===== config.mk =====
export PLATFORM = sky130hd
export DESIGN_NAME = unified_cache_port_arbiter
export DESIGN_NICKNAME = d
export VERILOG_FILES = /design/src/rtl/unified_cache_port_arbiter_pkg.sv /design/src/rtl/unified_cache_port_arbiter_rr.sv /design/src/rtl/unified_cache_port_arbiter.sv
export SDC_FILE = /design/constraint.sdc
export NUM_CORES = 1
export LEC_CHECK = 0
export CORE_ASPECT_RATIO = 0.8
export CORE_MARGIN = 2
export CORE_UTILIZATION = 44
export CTS_CLUSTER_DIAMETER = 50
export DETAILED_ROUTE_END_ITERATION = 6
export PLACE_DENSITY = 0.95
export SYNTH_ARGS = -nofsm -noshare
export SYNTH_HDL_FRONTEND = slang
export SYNTH_SLANG_ARGS = --single-unit

===== constraint.sdc =====
create_clock -name clk_in -period 8.3 [get_ports clk_in]
set_input_delay 1.66 -clock clk_in [delete_from_list [all_inputs] [get_ports clk_in]]
set_output_delay 1.66 -clock clk_in [all_outputs]
set_load 0.05 [all_outputs]

===== src/rtl/unified_cache_port_arbiter_pkg.sv =====
// Shared packet layout, flag encodings and arbitration types for the
// unified cache port arbiter and its round-robin helper.
package unified_cache_port_arbiter_pkg;

   localparam int UC_PKT_W      = 40;
   localparam int UC_VALID_POS  = 39;
   localparam int UC_FLAG_HI    = 38;
   localparam int UC_FLAG_LO    = 37;
   localparam int UC_MAX_STREAK = 4;

   localparam logic [1:0] UC_INST_FLAG = 2'b01;
   localparam logic [1:0] UC_DATA_FLAG = 2'b10;

   typedef enum logic {
      REQ_IDLE = 1'b0,
      REQ_HOLD = 1'b1
   } req_state_e;

   typedef enum logic {
      SIDE_INST = 1'b0,
      SIDE_DATA = 1'b1
   } side_e;

   function automatic side_e other_side(input side_e s);
      return (s == SIDE_INST) ? SIDE_DATA : SIDE_INST;
   endfunction

   function automatic logic [1:0] side_onehot(input side_e s);
      return (s == SIDE_INST) ? 2'b01 : 2'b10;
   endfunction

endpackage


===== src/rtl/unified_cache_port_arbiter_rr.sv =====
// packet_rr_arbiter2: two-way round-robin grant for the inst/data ports.
// Alternates under contention; the streak cap is a backstop that must stay idle.
module packet_rr_arbiter2
   import unified_cache_port_arbiter_pkg::*;
#(
   parameter int MAX_STREAK = UC_MAX_STREAK
) (
   input  logic       clk_in,
   input  logic       reset_in,
   input  logic [1:0] req_i,
   input  logic       grant_en_i,
   output logic [1:0] grant_o
);

   localparam int SW = $clog2(MAX_STREAK + 1);

   side_e         last_grant_q;
   side_e         last_grant_d;
   logic [SW-1:0] streak_q;
   logic [SW-1:0] streak_d;
   side_e         win;
   logic          contend;
   logic          streak_cap;

   always_comb begin
      contend    = &req_i;
      streak_cap = (streak_q >= SW'(MAX_STREAK));
      win        = SIDE_INST;
      grant_o    = '0;
      unique case (req_i)
         2'b11:   win = other_side(last_grant_q);
         2'b10:   win = SIDE_DATA;
         default: win = SIDE_INST;
      endcase
      if (contend && streak_cap) begin
         win = other_side(last_grant_q);
      end
      if (|req_i) begin
         grant_o = side_onehot(win);
      end
   end

   // streak only grows when one side wins again while the other is waiting
   always_comb begin
      last_grant_d = last_grant_q;
      streak_d     = streak_q;
      if (grant_en_i && (|req_i)) begin
         last_grant_d = win;
         if (!contend) begin
            streak_d = '0;
         end else if (win != last_grant_q) begin
            streak_d = SW'(1);
         end else if (!streak_cap) begin
            streak_d = streak_q + SW'(1);
         end
      end
   end

   always_ff @(posedge clk_in or posedge reset_in) begin
      if (reset_in) begin
         last_grant_q <= SIDE_DATA;
         streak_q     <= '0;
      end else begin
         last_grant_q <= last_grant_d;
         streak_q     <= streak_d;
      end
   end

   a_streak_cap_idle : assert property (
      @(posedge clk_in) disable iff (reset_in) !streak_cap
   );

endmodule


===== src/rtl/unified_cache_port_arbiter.sv =====
// Shares the unified cache request channel between L1 inst and L1 data and
// returns cache responses to their owner by the packet flag field.
module unified_cache_port_arbiter
   import unified_cache_port_arbiter_pkg::*;
#(
   parameter int PKT_W      = UC_PKT_W,
   parameter int VALID_POS  = UC_VALID_POS,
   parameter int FLAG_HI    = UC_FLAG_HI,
   parameter int FLAG_LO    = UC_FLAG_LO,
   parameter int MAX_STREAK = UC_MAX_STREAK,
   parameter logic [FLAG_HI-FLAG_LO:0] INST_FLAG = UC_INST_FLAG,
   parameter logic [FLAG_HI-FLAG_LO:0] DATA_FLAG = UC_DATA_FLAG
) (
   input  logic             clk_in,
   input  logic             reset_in,
   input  logic [PKT_W-1:0] inst_req_packet_in,
   output logic             inst_req_ack_out,
   input  logic [PKT_W-1:0] data_req_packet_in,
   output logic             data_req_ack_out,
   output logic [PKT_W-1:0] to_cache_packet_out,
   input  logic             to_cache_ack_in,
   input  logic [PKT_W-1:0] from_cache_packet_in,
   output logic             from_cache_ack_out,
   output logic [PKT_W-1:0] inst_resp_packet_out,
   input  logic             inst_resp_ack_in,
   output logic [PKT_W-1:0] data_resp_packet_out,
   input  logic             data_resp_ack_in,
   output logic             bad_flag_out
);

   localparam int FLAG_W = FLAG_HI - FLAG_LO + 1;

   req_state_e       state_q;
   req_state_e       state_d;
   logic [PKT_W-1:0] to_cache_q;
   logic [PKT_W-1:0] to_cache_d;
   logic             inst_req_ack_q;
   logic             inst_req_ack_d;
   logic             data_req_ack_q;
   logic             data_req_ack_d;
   logic [1:0]       req_v;
   logic [1:0]       grant;
   logic             grant_en;

   logic [PKT_W-1:0] inst_resp_q;
   logic [PKT_W-1:0] inst_resp_d;
   logic [PKT_W-1:0] data_resp_q;
   logic [PKT_W-1:0] data_resp_d;
   logic             from_cache_ack_q;
   logic             from_cache_ack_d;
   logic             bad_flag_q;
   logic             bad_flag_d;
   logic [FLAG_W-1:0] resp_flag;
   logic             resp_v;
   logic             is_inst;
   logic             is_data;

   assign req_v = {data_req_packet_in[VALID_POS],
                   inst_req_packet_in[VALID_POS]};

   packet_rr_arbiter2 #(
      .MAX_STREAK (MAX_STREAK)
   ) u_rr (
      .clk_in     (clk_in),
      .reset_in   (reset_in),
      .req_i      (req_v),
      .grant_en_i (grant_en),
      .grant_o    (grant)
   );

   always_comb begin
      state_d        = state_q;
      to_cache_d     = to_cache_q;
      inst_req_ack_d = 1'b0;
      data_req_ack_d = 1'b0;
      grant_en       = 1'b0;
      unique case (state_q)
         REQ_IDLE: begin
            if (|req_v) begin
               grant_en       = 1'b1;
               to_cache_d     = grant[0] ? inst_req_packet_in
                                         : data_req_packet_in;
               inst_req_ack_d = grant[0];
               data_req_ack_d = grant[1];
               state_d        = REQ_HOLD;
            end
         end
         REQ_HOLD: begin
            if (to_cache_ack_in) begin
               to_cache_d = '0;
               state_d    = REQ_IDLE;
            end
         end
         default: state_d = REQ_IDLE;
      endcase
   end

   // the cycle after our accept the source still shows the old packet
   assign resp_flag = from_cache_packet_in[FLAG_HI:FLAG_LO];
   assign resp_v    = from_cache_packet_in[VALID_POS] && !from_cache_ack_q;
   assign is_inst   = (resp_flag == INST_FLAG);
   assign is_data   = (resp_flag == DATA_FLAG);

   always_comb begin
      inst_resp_d      = inst_resp_q;
      data_resp_d      = data_resp_q;
      from_cache_ack_d = 1'b0;
      bad_flag_d       = bad_flag_q;
      if (inst_resp_ack_in && inst_resp_q[VALID_POS]) begin
         inst_resp_d = '0;
      end
      if (data_resp_ack_in && data_resp_q[VALID_POS]) begin
         data_resp_d = '0;
      end
      if (resp_v) begin
         unique case (1'b1)
            is_inst: begin
               if (!inst_resp_q[VALID_POS]) begin
                  inst_resp_d      = from_cache_packet_in;
                  from_cache_ack_d = 1'b1;
               end
            end
            is_data: begin
               if (!data_resp_q[VALID_POS]) begin
                  data_resp_d      = from_cache_packet_in;
                  from_cache_ack_d = 1'b1;
               end
            end
            default: begin
               from_cache_ack_d = 1'b1;
               bad_flag_d       = 1'b1;
            end
         endcase
      end
   end

   always_ff @(posedge clk_in or posedge reset_in) begin
      if (reset_in) begin
         state_q          <= REQ_IDLE;
         to_cache_q       <= '0;
         inst_req_ack_q   <= 1'b0;
         data_req_ack_q   <= 1'b0;
         inst_resp_q      <= '0;
         data_resp_q      <= '0;
         from_cache_ack_q <= 1'b0;
         bad_flag_q       <= 1'b0;
      end else begin
         state_q          <= state_d;
         to_cache_q       <= to_cache_d;
         inst_req_ack_q   <= inst_req_ack_d;
         data_req_ack_q   <= data_req_ack_d;
         inst_resp_q      <= inst_resp_d;
         data_resp_q      <= data_resp_d;
         from_cache_ack_q <= from_cache_ack_d;
         bad_flag_q       <= bad_flag_d;
      end
   end

   assign to_cache_packet_out  = to_cache_q;
   assign inst_req_ack_out     = inst_req_ack_q;
   assign data_req_ack_out     = data_req_ack_q;
   assign inst_resp_packet_out = inst_resp_q;
   assign data_resp_packet_out = data_resp_q;
   assign from_cache_ack_out   = from_cache_ack_q;
   assign bad_flag_out         = bad_flag_q;

   a_req_ack_onehot : assert property (
      @(posedge clk_in) disable iff (reset_in)
      !(inst_req_ack_q && data_req_ack_q)
   );

   a_hold_stable : assert property (
      @(posedge clk_in) disable iff (reset_in)
      (state_q == REQ_HOLD && !to_cache_ack_in) |=> $stable(to_cache_q)
   );

endmodule

=== Word level (Yosys, flattened, before mapping) ===
Cells that the tools add are included.

* Add/subtract/negate cells: 1
* $lt $le $gt $ge: 1
* Eq/ne operators: 8
* Muxes and demuxes: 32
* Bitwise logic cells: 2
* Reductions and logical operators: 12

{| class="wikitable"
|+ Operators with widths
! cell !! count
|-
| $mux W40 || 11
|-
| $pmux W40 S2 || 1
|-
| $mux W1 || 12
|-
| $mux W3 || 3
|-
| $reduce_and A2 Y1 || 4
|-
| $eq A2 B2 Y1 const B || 3
|-
| $pmux W1 S2 || 3
|-
| $logic_and A1 B1 Y1 || 5
|-
| $mux W2 || 2
|-
| $ne A2 B2 Y1 const B || 2
|-
| $reduce_or A2 Y1 || 2
|-
| $add A3 B1 Y3 const B || 1
|-
| $ge A3 B3 Y1 const B || 1
|-
| $ne A3 B3 Y1 const B || 1
|-
| $eq A2 B1 Y1 const B || 1
|-
| $not A1 Y1 || 2
|-
| $logic_not A1 Y1 || 1
|-
| $ne A1 B1 Y1 || 1
|}

* Register bits: 129
* Input bits: 125
* Output and inout bits: 124
* Logic and storage cells: 66

=== Logic depth before layout (Yosys ltp) ===
* Depth in word-level cells: 8
* Mapped depth: 7
* Mapped depth without buffers: 5

=== Modules after synthesis ===
A second synthesis with hierarchy kept.

* Cell total of the unflattened synthesis: 535
* Area total of the unflattened synthesis: 5363.9 um2

{| class="wikitable"
|+ By module, submodules not included
! module !! instances !! cells each !! area an instance (um2) !! sequential area each (um2)
|-
| unified_cache_port_arbiter || 1 || 528 || 5303.8 || 3128.0
|-
| packet_rr_arbiter2 || 1 || 7 || 60.1 || 26.3
|}

=== Worst setup path after synthesis ===
Ideal clock, no wire load.

* Kind: input to register
* From: input port from_cache_packet_in[37]
* To: register data_resp_q[29] (netlist: data_resp_packet_out[29])
* Library setup time: 0.136 ns
* Arrival: 2.509 ns
* Data required time: 8.164 ns
* Path slack: 5.654 ns
* Stages on the path: 7
* Buffers on the path: 2
* Cells stage by stage: inv_1 > ha_1 > and4bb_2 > buf_4 > buf_4 > nand2_1 > a21oi_1

* Cells in the longest elaborated chain, start to end: 3

{| class="wikitable"
|+ RTL lines
! what !! line !! RTL
|-
| from (decl) || unified_cache_port_arbiter.sv:22 || <nowiki>input logic [PKT_W-1:0] from_cache_packet_in,</nowiki>
|-
| $eq A2 B2 Y1 || unified_cache_port_arbiter.sv:102 || <nowiki>assign is_data = (resp_flag == DATA_FLAG);</nowiki>
|-
| $mux W40 || unified_cache_port_arbiter.sv:116 || <nowiki>unique case (1'b1)</nowiki>
|-
| $mux W40 || unified_cache_port_arbiter.sv:115 || <nowiki>if (resp_v) begin</nowiki>
|-
| named net data_resp_d[29] || unified_cache_port_arbiter.sv:48 || <nowiki>logic [PKT_W-1:0] data_resp_d;</nowiki>
|-
| to (signal assigned) || unified_cache_port_arbiter.sv:153 || <nowiki>data_resp_q <= data_resp_d;</nowiki>
|-
| to (decl) || unified_cache_port_arbiter.sv:47 || <nowiki>logic [PKT_W-1:0] data_resp_q;</nowiki>
|}

The timed path passes the listed nets, and every way through them passes these cells.
A chain may end at the register's enable or synchronous reset.

=== Worst setup path in the final report ===
* From: input port from_cache_packet_in[37]
* To: register data_resp_q[11] (netlist: data_resp_packet_out[11])

The elaborated chain is that of the path after synthesis.

==> key figures <==
Logic synthesis
  • Cell types occupying the most area after synthesis: dfrtp_1 (59%), nand2_1 (11%), a21oi_1 (7.5%)
  • Number of distinct library cell variants in the gate-level netlist after synthesis: 25
  • Post-synth top cells: nand2_1 (160), dfrtp_1 (125), a21oi_1 (79)
  • Top_reg_cell synth: dfrtp_1
  • Number of flip-flops and latches in the synthesized netlist: approximately 130
  • Sequential fraction of the synthesis area: about 60%
  • YS warnings: 0
  • Cell taking the most area after synthesis: dfrtp_1
  • Area share of the largest cell type after synthesis: between 50% and 60%
  • Gate count of the mapped netlist: a little over 500
  • Mean cell area of the mapped netlist: ~10 sq um
  • Mapped Nets: 640
  • Synth Cell Area: 5270 sq um
  • Most used standard cell by instance count after synthesis: nand2_1
  • Ys async rst share: 100%
  • Number of synthesized flops with an enable pin: 0

Critical path
  • Biggest cell delay along the critical path: around 890 ps
  • Cell with the largest stage delay on the worst path: nand4bb_2
  • Crit path cell chain: clkdlybuf4s50_1 -> inv_1 -> ha_1 -> nand4bb_2 -> nand2_1 -> a21oi_1
  • Critical path arrival: approximately 3800 ps
  • Crit Path Max Fanout: slightly above 40
  • CP Data Required Time: roughly 8500 ps
  • FF-to-FF setup slack: around 6000 ps
  • Kind of end point of the critical path: flip-flop
  • Type of origin of the critical path: primary input
  • Category of the critical setup timing path: primary input to flip-flop

CTS
  • Worst-Skew Late Latency: around 410 ps
  • Count of H-tree levels built during CTS: 4
  • Number of hold buffers added after cts: 0
  • Clock buffer depth: 2
  • Number of CTS-inserted buffers: 17
  • Clock sinks: around 130
  • Clock tree from TritonCTS: built
  • Number of setup buffers added after CTS: 0
  • Cell at the root of the clock tree: clkbuf_16
  • Clock-pin slew on the worst setup and hold paths: approximately 60 ps
  • CTS resizes: 0

Power
  • Internal portion of total power: 1.60 mW
  • Switching share of total power: 37.7%
  • Peak ir drop on the vdd network: ~0.21 mV
  • Pwr dens: 306 nW/um^2
  • Comb power frac: between 30% and 40%
  • Net switching component of the power: 0.972 mW
  • Leakage power summed over all cells: around 3.5 nW
  • Flop pwr share: 31.6%
  • Clock share of power: a little under a third

Floorplan
  • Core area: ~12,000 sq um
  • Total number of placement rows: 35
  • Starting density of the core: 45.4%
  • Top-Level Pins: 249
  • Height of the die: 102 um
  • DIE AREA: approximately 13,000 sq um
  • DIE WIDTH: approximately 130 um

Global route
  • Combined global-route utilization of all metal layers: 25.7%
  • Global route total overflow: 0
  • Initial antenna violation count: 0
  • First-pass GRT wire length: 25,800 um
  • Via count of the first global-routing pass: ~5k
  • Pin count of the biggest net entering global routing: 81

Route
  • DRT iter0 DRCs: ~410
  • DRC violation count after routing: 3
  • Number of detailed-route iterations in the first pass: 7
  • Final routed wire length divided by cell count: between 15 and 20 um
  • Remaining antenna violation count: 0
  • Detailed-route vias per instance: roughly 5.5
  • Total length of routed wires: between 15,000 and 20,000 um
  • Total via count after detailed routing: 4,966

STA
  • Total count of hold-check failures in the final report: 0
  • Final setup TNS: 0 ps
  • Unrepaired setup endpoints after global routing: no
  • FMAX: about 280 MHz
  • Tcrit/Tclk final: between 40% and 50%
  • Total of endpoints with negative setup slack in the final report: 0
  • Slew Limit Headroom: a little under a quarter
  • Slew @ Worst Pin: 1150 ps
  • Minimum period implied by the final worst setup slack: around 3500 ps
  • Final max-slew violation count: 0
  • Skew final: around 8.8 ps

Run status
  • Failing checks: design-rule violations
  • Result of the run: complete, but fails checks

Cells and area
  • Antenna cells: 0
  • Fin area: 8430 sq um
  • Fraction of final layout cells with drive strength greater than 1: 6.21%
  • Final nets: 871
  • Count of fill cells added during filler insertion: just under 800
  • Area used by multi-input combinational logic: about 1900 sq um
  • Layout overhead on the synthesized area: 60.0%
  • Footprint of the flip-flops and latches: 3150 sq um
  • Share of the core filled with cells: 72.6%

Place
  • Placed inst area: slightly below 8000 sq um
  • Final HPWL from detailed placement: around 12,000 um
  • Global placer's final weighted congestion: about 0.82
  • Number of buffer cells added on primary ports: between 200 and 250

Worst hold path
  • Worst min-delay path class: flip-flop to flip-flop

Flow run
  • MaxCap Viol Count: 0
## path summary, 6_finish.rpt
check / to / cells after the start / start
max in group asynchronous: data_resp_packet_out[22]$_DFF_PP0_ / 3 / reset_in
hold / removal: bad_flag_out$_DFFE_PP0P_ / 1 / bad_flag_out$_DFFE_PP0P_
setup reg to reg: data_resp_packet_out[11]$_DFF_PP0_ / 3 / data_resp_packet_out[39]$_DFF_PP0_
hold reg to reg: bad_flag_out$_DFFE_PP0P_ / 1 / bad_flag_out$_DFFE_PP0P_
setup / recovery: data_resp_packet_out[11]$_DFF_PP0_ / 6 / from_cache_packet_in[37]
min in group asynchronous: to_cache_packet_out[33]$_DFFE_PP0P_ / 2 / reset_in
## stage by stage
stage               hold WS, ps  setup slack [ps]  cells  power (mW)
floorplan                   468              3290    513        1.40
global placement            452              4500    873        1.74
detailed placement          463              4380    873        1.76
CTS                         476              4780    905        2.59
global route                489              4630    905        2.66
finish                      477              4750    905        2.58
## kinds of logic after synthesis
logic type / Yosys count / share of synthesized area [%]
adder cells (fa/ha/maj): 2 / 0.475
buffers and inverters: 48 / 4.87
flip-flops: 126 / 59.9
AO/OA/AOI/OAI: 124 / 15.7
AND/OR/NAND/NOR: 213 / 19.0
## power by group through the flow
stage / clock (mW) / combinational, mW / sequential, mW
3_5_place_dp: 0 / 0.944 / 0.819
6_report: 0.818 / 0.945 / 0.813
4_1_cts: 0.828 / 0.947 / 0.811
3_3_place_gp: 0 / 0.927 / 0.813
2_1_floorplan: 0 / 0.174 / 1.22
5_1_grt: 0.854 / 0.984 / 0.826
## layout make-up
class                   instances  area share [%]
multi-input cells             339            22.3
well taps                     148            2.20
flip-flops and latches        126            37.4
clock buffers                  18            5.21
inverters                       5           0.252
clock inverters                14            2.57
repair buffers                255            30.1
## worst max-delay path, delay by kind of cell
family | cells | cell delay (ps)
AND/OR/NAND/NOR | 2 | 1250
buffers and inverters | 2 | 570
adder cells (fa/ha/maj) | 1 | 170
AO/OA/AOI/OAI | 1 | 130
## layer usage
layer,GRT usage (%),part of all wire (%),vias to the layer above
met5,0,0,-
met4,10.1,2.9,0
li1,-,-,2235
met1,32.3,40,2448
met3,6.18,6.1,49
met2,43.7,51,234
## sequential cells by signal, indices dropped and copies added, names as in the netlist
signal and flops:
data_resp_packet_out 40, u_rr.last_grant_q 1, from_cache_ack_out 1, bad_flag_out 1, inst_resp_packet_out 40, inst_req_ack_out 1
to_cache_packet_out 40, data_req_ack_out 1, state_q 1
## layout by cell type, fill, tap and decap left out, types with 2 or more instances in the layout
cell type	n
clkbuf_16	17
clkinv_4	3
ha_1	2
nand4bb_2	2
buf_4	7
nor3b_1	39
o21ai_0	3
clkinvlp_4	4
nand2_1	160
clkdlybuf4s50_1	248
dfrtp_1	125
a21oi_1	78
bufinv_16	5
a221o_1	39
and4bb_2	2
and2_1	2
clkinv_2	2
nand2b_1	4
inv_1	4
Power figures use the tool's default switching activity.
